<file path="src/rtl/rx_phase_sync_pkg.sv">
// Purpose : shared types and default parameters for the receive symbol-timing stage.
// Latency : n/a (package only).
// Backpressure: n/a.
package rx_phase_sync_pkg;

   localparam int UPSAMPLE_DEF      = 4;   // samples per symbol, matches tx polyphase filter
   localparam int IN_NBITS_DEF      = 8;   // S(8,7) sample format from tx
   localparam int IN_FBITS_DEF      = 7;
   localparam int ACC_LOG2_SYMS_DEF = 10;  // estimation window = 2^10 symbols

   typedef enum logic {
      ST_ACCUM  = 1'b0,
      ST_DECIDE = 1'b1
   } state_t;

   function automatic bit is_pow2(input int n);
      return (n > 1) && ((n & (n - 1)) == 0);
   endfunction

endpackage

</file>
<file path="src/rtl/rx_phase_sync.sv">
// Purpose : picks the sampling phase with the largest mean |x| over a symbol window, decimates and slices to bits.
// Latency : 1 clk from the selected-phase sample (enable=1) to rx_valid/rx_bit.
// Backpressure: none; one sample accepted on every enable cycle, nothing is ever dropped.
// Ports   : clk, rst (async, active-high); enable/rx_in sample strobe and data;
//           phase_override_en/phase_override force the decimation phase;
//           rx_bit/rx_valid sliced symbol; phase_sel phase in use; lock set after first window.
module rx_phase_sync
   import rx_phase_sync_pkg::*;
#(
   parameter int UPSAMPLE      = UPSAMPLE_DEF,
   parameter int IN_NBITS      = IN_NBITS_DEF,
   parameter int IN_FBITS      = IN_FBITS_DEF,
   parameter int ACC_LOG2_SYMS = ACC_LOG2_SYMS_DEF,
   localparam int PH_NBITS     = $clog2(UPSAMPLE),
   localparam int ACC_NBITS    = IN_NBITS + ACC_LOG2_SYMS
) (
   input  logic                       clk,
   input  logic                       rst,
   input  logic                       enable,
   input  logic signed [IN_NBITS-1:0] rx_in,
   input  logic                       phase_override_en,
   input  logic [PH_NBITS-1:0]        phase_override,
   output logic                       rx_bit,
   output logic                       rx_valid,
   output logic [PH_NBITS-1:0]        phase_sel,
   output logic                       lock
);

   // Phase counter wraps by natural overflow, so UPSAMPLE must be a power of two.
   if (!is_pow2(UPSAMPLE) || (IN_FBITS >= IN_NBITS)) begin : g_bad_params
      $error("rx_phase_sync: UPSAMPLE must be a power of two and IN_FBITS < IN_NBITS");
   end

   typedef logic [ACC_NBITS-1:0] acc_t;

   localparam logic signed [IN_NBITS-1:0] IN_MIN  = {1'b1, {(IN_NBITS-1){1'b0}}};
   localparam logic [IN_NBITS-1:0]        MAG_MAX = {1'b0, {(IN_NBITS-1){1'b1}}};
   localparam logic [PH_NBITS-1:0]        PH_LAST = PH_NBITS'(UPSAMPLE - 1);

   state_t                   state_q, state_d;
   logic [PH_NBITS-1:0]      ph_q, ph_d;
   logic [ACC_LOG2_SYMS-1:0] sym_cnt_q, sym_cnt_d;
   acc_t                     acc_q [UPSAMPLE];
   acc_t                     acc_d [UPSAMPLE];
   logic [PH_NBITS-1:0]      est_q, est_d;
   logic                     lock_q, lock_d;
   logic                     rx_bit_q, rx_bit_d;
   logic                     rx_valid_q, rx_valid_d;

   logic [IN_NBITS-1:0]      mag;
   acc_t                     mag_ext;

   // Ties resolve to the lowest index because only a strictly larger value replaces the best.
   function automatic logic [PH_NBITS-1:0] argmax(input acc_t a [UPSAMPLE]);
      logic [PH_NBITS-1:0] idx;
      acc_t                best;
      idx  = '0;
      best = a[0];
      for (int i = 1; i < UPSAMPLE; i++) begin
         if (a[i] > best) begin
            best = a[i];
            idx  = PH_NBITS'(i);
         end
      end
      return idx;
   endfunction

   // |x| with the most negative code saturated so the magnitude fits IN_NBITS-1 bits.
   always_comb begin
      if (rx_in == IN_MIN) begin
         mag = MAG_MAX;
      end else if (rx_in[IN_NBITS-1]) begin
         mag = $unsigned(-rx_in);
      end else begin
         mag = $unsigned(rx_in);
      end
   end

   assign mag_ext   = acc_t'(mag);
   assign phase_sel = phase_override_en ? phase_override : est_q;

   always_comb begin
      state_d    = state_q;
      ph_d       = ph_q;
      sym_cnt_d  = sym_cnt_q;
      acc_d      = acc_q;
      est_d      = est_q;
      lock_d     = lock_q;
      rx_bit_d   = rx_bit_q;
      rx_valid_d = 1'b0;

      if (state_q == ST_DECIDE) begin
         est_d   = argmax(acc_q);
         lock_d  = 1'b1;
         state_d = ST_ACCUM;
         for (int i = 0; i < UPSAMPLE; i++) begin
            acc_d[i] = '0;
         end
      end

      if (enable) begin
         ph_d = ph_q + PH_NBITS'(1);
         // acc_d is already cleared in DECIDE, so a DECIDE-cycle sample starts the new window.
         acc_d[ph_q] = acc_d[ph_q] + mag_ext;
         if (ph_q == PH_LAST) begin
            sym_cnt_d = sym_cnt_q + ACC_LOG2_SYMS'(1);
            if ((state_q == ST_ACCUM) && (sym_cnt_q == '1)) begin
               state_d = ST_DECIDE;
            end
         end
         if (ph_q == phase_sel) begin
            rx_valid_d = 1'b1;
            rx_bit_d   = ~rx_in[IN_NBITS-1];
         end
      end
   end

   always_ff @(posedge clk or posedge rst) begin
      if (rst) begin
         state_q    <= ST_ACCUM;
         ph_q       <= '0;
         sym_cnt_q  <= '0;
         est_q      <= '0;
         lock_q     <= 1'b0;
         rx_bit_q   <= 1'b0;
         rx_valid_q <= 1'b0;
         for (int i = 0; i < UPSAMPLE; i++) begin
            acc_q[i] <= '0;
         end
      end else begin
         state_q    <= state_d;
         ph_q       <= ph_d;
         sym_cnt_q  <= sym_cnt_d;
         est_q      <= est_d;
         lock_q     <= lock_d;
         rx_bit_q   <= rx_bit_d;
         rx_valid_q <= rx_valid_d;
         for (int i = 0; i < UPSAMPLE; i++) begin
            acc_q[i] <= acc_d[i];
         end
      end
   end

   assign rx_bit   = rx_bit_q;
   assign rx_valid = rx_valid_q;
   assign lock     = lock_q;

endmodule

</file>
<file path="config.mk">
export PLATFORM = sky130hd
export DESIGN_NAME = rx_phase_sync
export DESIGN_NICKNAME = d
export VERILOG_FILES = /design/src/rtl/rx_phase_sync_pkg.sv /design/src/rtl/rx_phase_sync.sv
export SDC_FILE = /design/constraint.sdc
export NUM_CORES = 1
export LEC_CHECK = 0
export ABC_AREA = 0
export CAP_MARGIN = 20
export CORE_ASPECT_RATIO = 0.75
export CORE_MARGIN = 5
export CORE_UTILIZATION = 30
export DETAILED_ROUTE_END_ITERATION = 16
export PLACE_DENSITY = 0.52
export SLEW_MARGIN = 20
export SYNTH_ARGS = -nofsm -noshare
export SYNTH_HDL_FRONTEND = slang
export SYNTH_SLANG_ARGS = --single-unit
export TNS_END_PERCENT = 50
</file>
<file path="constraint.sdc">
create_clock -name clk -period 5.94 [get_ports clk]
set_input_delay 1.188 -clock clk [delete_from_list [all_inputs] [get_ports clk]]
set_output_delay 1.188 -clock clk [all_outputs]
set_load 0.05 [all_outputs]
</file>
==> metrics, run 1 <==
Largest stage delay, worst path about 0.57 ns; kind of critical path reg -> reg; Main synth FF type dfrtp_1; CTS tree built; Util after Layout between 30% and 40%; CTS root buf clkbuf_16; Arrival @ worst endpoint slightly below 6 ns; cell family with most CP delay compound AO/OA/AOI/OAI gates; syn_nets ~800; RSZ-0062 raised after global routing no; number of flops mapped to enable cells by yosys 0; final hold violation count 0; status finished clean; Worst path slowest cell or4_4; Post-synth ARST share between 90% and 100%; hpwl dp roughly 15,000 microns; GRT Overall Usage 16.03%; R2R cell count 23; Final min period around 5.7 ns; vias in the first global route ~5.5k; DRT Pass-1 Iters 5; Max FO, Critical Path 24; Final GP Congestion between 0.8 and 0.9; Final Net Count roughly 830; Post-Route WL between 20,000 and 25,000 microns; wire per inst between 15 and 20 microns; Post-DRT Antenna Nets 0; Hold WS around 0.46 ns; fmax around 180 MHz; ANT cells 0; worst skew pair latency 0.36 ns; Crit. End Element flop; DR vias between 5k and 6k; # setup viols final 0; first-pass GRT wire length roughly 32,000 microns; Worst-path clk slew approximately 0.07 ns; cts bufs inserted 9; HP Class reg -> reg; Worst slew margin between 20% and 30%; critical path data required time approximately 6.2 ns; Worst Skew between 0.008 and 0.009 ns; largest net degree at the start of global routing 55; Non-Filler Instances 1,055; placed cell count 1,037; Post-Syn Area 0.006889 sq mm; #FFs+latches synth 90; I/O pins 19; H-tree levels 3; post-synthesis sequential area ratio 32.69%; Rows 48; Final period util ~95%; Slew @ Worst Pin roughly 1.1 ns; max-slew violation total from the final report 0; Layout area overhead 13.69%; drt drc 0; WP depth 23; GRT Residual Overflow 0; hold buffer count at cts 0; share of layout cells above drive strength 1 a little over 10%; Min-Delay Path Depth 1; Avg Cell Area, Syn around 9.3 sq um; initial antenna violation count 0; initial core utilization 30.19%; fillers around 2.3k; Most Frequent Cell on Critical Path ha_1; TritonCTS Sinks 90; Die W ~180 microns; die footprint 0.02613 sq mm; Port Buffers 18; core box area roughly 0.023 sq mm; 1st-iter DRT viols approximately 440; Yosys warnings 0; Worst Setup Start Kind flop; vias per std cell ~5.4; Netlist cell types 67; clk buf depth 2; Die Y ~140 microns; MaxCap Viol Count 0; CP cell instances ha_1, and3_4, a221o_1, a2111oi_4, o22ai_4, buf_8, and2_1, nor2_1, ha_1, a21oi_1, o21ai_0, a221oi_1, buf_4, o22ai_4, buf_12, nand2b_1, o31ai_2, ha_1, nand4_1, or4_4, or3_1, nand3_1, o221ai_1; Buf/Inv on CP 3; Synth Instances ~740; setup TNS 0 ns
## synthesized netlist by cell type (3+ instances only)
cell      count  area [sq um]
dfrtp_1      90          2252
ha_1         68         850.8
nor2_1       67         251.5
nand2_1      52         195.2
o21ai_0      47         235.2
inv_1        35         131.4
clkbuf_1     31         116.4
nand3b_1     30         225.2
nand2b_1     26         162.7
and2_1       25         156.4
o31ai_1      24         180.2
a21oi_1      18         90.09
mux4_2       15         337.8
mux2i_1      14         140.1
a211oi_1     13         97.59
nand4_1      13         81.33
nor2b_1      12         75.07
o22ai_1      12         75.07
xnor2_1      12         105.1
xor2_1       12         105.1
or3_1        11         68.82
nand3_1       9         45.04
a311oi_1      8         70.07
a41oi_1       6         52.55
buf_2         6         30.03
o211ai_1      6         45.04
a21o_1        5         37.54
a31oi_1       5         31.28
and3_1        5         31.28
and4_1        5         43.79
buf_1         4         15.01
mux2_2        4         45.04
nor3_1        4         20.02
or2_2         4         25.02
nor3b_1       3         22.52
## cells by family after synthesis
| group | synth area share [%] |
|---|---|
| AOI/OAI and AO/OA | 17.02 |
| and+or+nand+nor | 21.89 |
| xor gates and xnor gates | 3.051 |
| muxes | 8.191 |
| buffers and inverters | 4.522 |
| adders and majority gates | 12.64 |
| DFF | 32.69 |
## per-stage QoR
step | setup WS, ns | instance area, sq um
floorplan | 0.4982 | 6889
global placement | 0.2109 | 7446
detailed placement | 0.1836 | 7446
CTS | 0.1678 | 7767
global route | 0.003449 | 7833
finish | 0.2761 | 7833
## placed cells by master (no fill, tap or decap), types with 3 or more instances in the layout
cell type         n
nor3_1            4
dfrtp_1          89
nand2_1          52
and2_1           25
o22ai_1          12
or2_2             4
mux4_2           15
nor2b_1          12
or3_1            11
a21o_1            5
o211ai_1          6
mux2i_1          14
o31ai_1          24
and3_1            5
a41oi_1           6
mux2_2            4
nor2_1           67
xnor2_1          12
clkdlybuf4s50_1  18
nand2b_1         26
a211oi_1         13
a21oi_1          18
and4_1            5
nor3b_1           3
nand4_1          13
o21ai_0          47
nand3_1           9
a31oi_1           5
inv_1            33
ha_1             68
a311oi_1          8
clkbuf_16        10
nand3b_1         30
xor2_1           12
buf_4            20
## flip-flops by register name, indices dropped and copies added (netlist names)
signal,cells
sym_cnt_q,10
est_q,2
acc_q,72
rx_bit,1
lock,1
state_q,1
rx_valid,1
ph_q,2
## worst paths after layout
path                                     start                   end  slack (ns)
hold reg to reg               lock$_DFFE_PP0P_      lock$_DFFE_PP0P_        0.46
hold / removal                lock$_DFFE_PP0P_      lock$_DFFE_PP0P_        0.46
setup / recovery           acc_q[41]$_DFF_PP0_  est_q[0]$_DFFE_PP0P_        0.28
max in group asynchronous                  rst   acc_q[34]$_DFF_PP0_        3.65
min in group asynchronous                  rst   acc_q[41]$_DFF_PP0_        1.26
setup reg to reg           acc_q[41]$_DFF_PP0_  est_q[0]$_DFFE_PP0P_        0.28
## per-layer routing
layer | routed length (microns) | share of wire (%) | GRT usage, % | vias to the layer above
met5 | 0 | 0 | 0 | -
met4 | 214 | 1.1 | 3.398 | 0
met3 | 1234 | 6.1 | 4.230 | 16
met2 | 8246 | 41 | 22.57 | 130
met1 | 10450 | 52 | 24.50 | 2780
li1 | - | - | - | 2731
## area by class of cell
type	count	area, sq um	share of cell area [%]
flip-flops and latches	90	2253	28.77
clock inverters	4	75.07	0.9585
multi-input cells	573	4358	55.64
well taps	300	375.4	4.792
inverters	35	133.9	1.709
clock buffers	12	246.5	3.147
repair buffers	41	390.4	4.984
## timing repair
item | 4_1_cts | 5_1_grt
endpoints found under the setup margin | 0 | 2
setup buffers | 0 | 1
resized for setup | 0 | 7
Power of run 1 is not shown: default switching activity piles up to over one toggle a cycle in this logic, so the estimate is an artifact.
==> run 2: changes to the inputs <==
--- a/config.mk
+++ b/config.mk
@@ -9,9 +9,9 @@
 export CAP_MARGIN = 20
 export CORE_ASPECT_RATIO = 0.75
 export CORE_MARGIN = 5
-export CORE_UTILIZATION = 30
+export CORE_UTILIZATION = 40
 export DETAILED_ROUTE_END_ITERATION = 16
-export PLACE_DENSITY = 0.52
+export PLACE_DENSITY = 0.63
 export SLEW_MARGIN = 20
 export SYNTH_ARGS = -nofsm -noshare
 export SYNTH_HDL_FRONTEND = slang
==> metrics, run 2 (same netlist as run 1, synthesis figures left out) <==
largest net degree at the start of global routing 60; Final min period around 5.6 ns; Max FO, Critical Path 21; kind of critical path reg -> reg; Post-Route WL just under 20,000 microns; initial core utilization roughly two fifths; Most Frequent Cell on Critical Path ha_1; met1 Usage GRT 28.75%; Die W around 160 microns; status finished clean; Final Net Count roughly 800; initial antenna violation count 0; Worst-path clk slew roughly 0.07 ns; MaxCap Viol Count 0; vias in the first global route around 5.7k; core box area between 0.015 and 0.02 sq mm; Final GP Congestion around 0.92; final hold violation count 0; I/O pins 19; most common cell after layout, fill and taps aside dfrtp_1; Worst path slowest cell or4_1; H-tree levels 3; hold buffer count at cts 0; # setup viols final 0; Worst Setup Start Kind flop; Worst slew margin 27.61%; Crit. End Element flop; 1st-iter DRT viols around 420; largest registers acc_q (72), sym_cnt_q (10); CP cell instances inv_1, ha_1, and3_4, a221o_1, a2111oi_4, o22ai_4, buf_6, and2_1, nor2_1, ha_1, and4_1, and3_1, a311o_1, o22ai_2, buf_8, o31ai_1, ha_1, nand4_1, or4_1, or3_1, nand3_1, o221ai_1; Post-DRT Antenna Nets 0; DR vias approximately 5.8k; Worst Skew 0.008017 ns; first-pass GRT wire length 31,430 microns; drt drc 0; Buf/Inv on CP 3; CTS tree built; Port Buffers 18; cell family with most CP delay simple AND/OR/NAND/NOR gates; Slew @ Worst Pin 1.083 ns; fmax 177.3 MHz; setup TNS 0 ns; max-slew violation total from the final report 0; Largest stage delay, worst path roughly 0.58 ns; CTS resizes 0; vias per std cell 6.020; RSZ-0062 raised after global routing no; GRT Overall Usage 20.22%; setup bufs post-CTS 0; most frequent cells in the layout dfrtp_1, ha_1, nor2_1, nand2_1, o21ai_0; Arrival @ worst endpoint approximately 6 ns; Rows a little over 40; die footprint approximately 0.02 sq mm; ANT cells 0; GRT Residual Overflow 0; Die Y roughly 120 microns; met2 usage a little under a third; Layout area overhead 10.32%; busiest grt layer met2; DRT Pass-1 Iters 6; clk buf depth 2; CTS root buf clkbuf_16; fillers 1,605; TritonCTS Sinks 90; hpwl dp 14,100 microns; Reg with most FFs acc_q; wire per inst approximately 20 microns; met3 usage roughly 5.5%; cts bufs inserted 9; Final period util between 90% and 100%; HP Class reg -> reg; share of layout cells above drive strength 1 just over 9%; max reg flops 72; worst skew pair latency 0.36 ns; critical path data required time between 6 and 7 ns
-- run 2: cell types whose count changed in the layout (fill, tap and decap cells not counted), moves of 2 or more --
cell,previous run,this run
and2_1,25,23
and2_2,0,2
buf_4,20,10
clkbuf_1,2,0
inv_6,0,3
-- run 2: path summary, 6_finish.rpt --
kind                            slack, ns                   end  cells after the start                start
worst max-delay path                 0.30  est_q[0]$_DFFE_PP0P_                     22  acc_q[59]$_DFF_PP0_
worst min-delay path                 0.46      lock$_DFFE_PP0P_                      1     lock$_DFFE_PP0P_
worst max register to register       0.30  est_q[0]$_DFFE_PP0P_                     22  acc_q[59]$_DFF_PP0_
worst min register to register       0.46      lock$_DFFE_PP0P_                      1     lock$_DFFE_PP0P_
max in group asynchronous            3.55     state_q$_DFF_PP0_                      3                  rst
min in group asynchronous            1.24   acc_q[60]$_DFF_PP0_                      2                  rst
-- run 2: cell type report --
type / instances / area, sq um / share of cell area (%)
clock inverter: 7 / 83.83 / 1.103
timing repair buffer: 30 / 281.5 / 3.704
sequential: 90 / 2253 / 29.65
clock buffer: 9 / 225.2 / 2.963
inverter: 35 / 132.6 / 1.745
multi-input combinational: 573 / 4354 / 57.29
tap: 215 / 269.0 / 3.540
-- run 2: stage by stage --
stage	utilization (%)	cell area (sq um)	std cells	setup slack, ns	hold slack, ns
floorplan	-	6889	741	0.4982	0.4339
global placement	42.96	7251	943	0.1997	0.4506
detailed placement	42.97	7252	943	0.2045	0.4540
CTS	44.80	7561	959	0.1445	0.4692
global route	45.03	7600	959	0.004961	0.4899
finish	45.03	7600	959	0.2997	0.4630
-- run 2: routing by layer --
| metal | part of all wire, % | up-vias |
|---|---|---|
| met3 | 7.1 | 24 |
| met4 | 1.5 | 0 |
| met5 | 0 | - |
| met1 | 48 | 2865 |
| li1 | - | 2703 |
| met2 | 43 | 181 |
Power of run 2 is left out for the same reason.
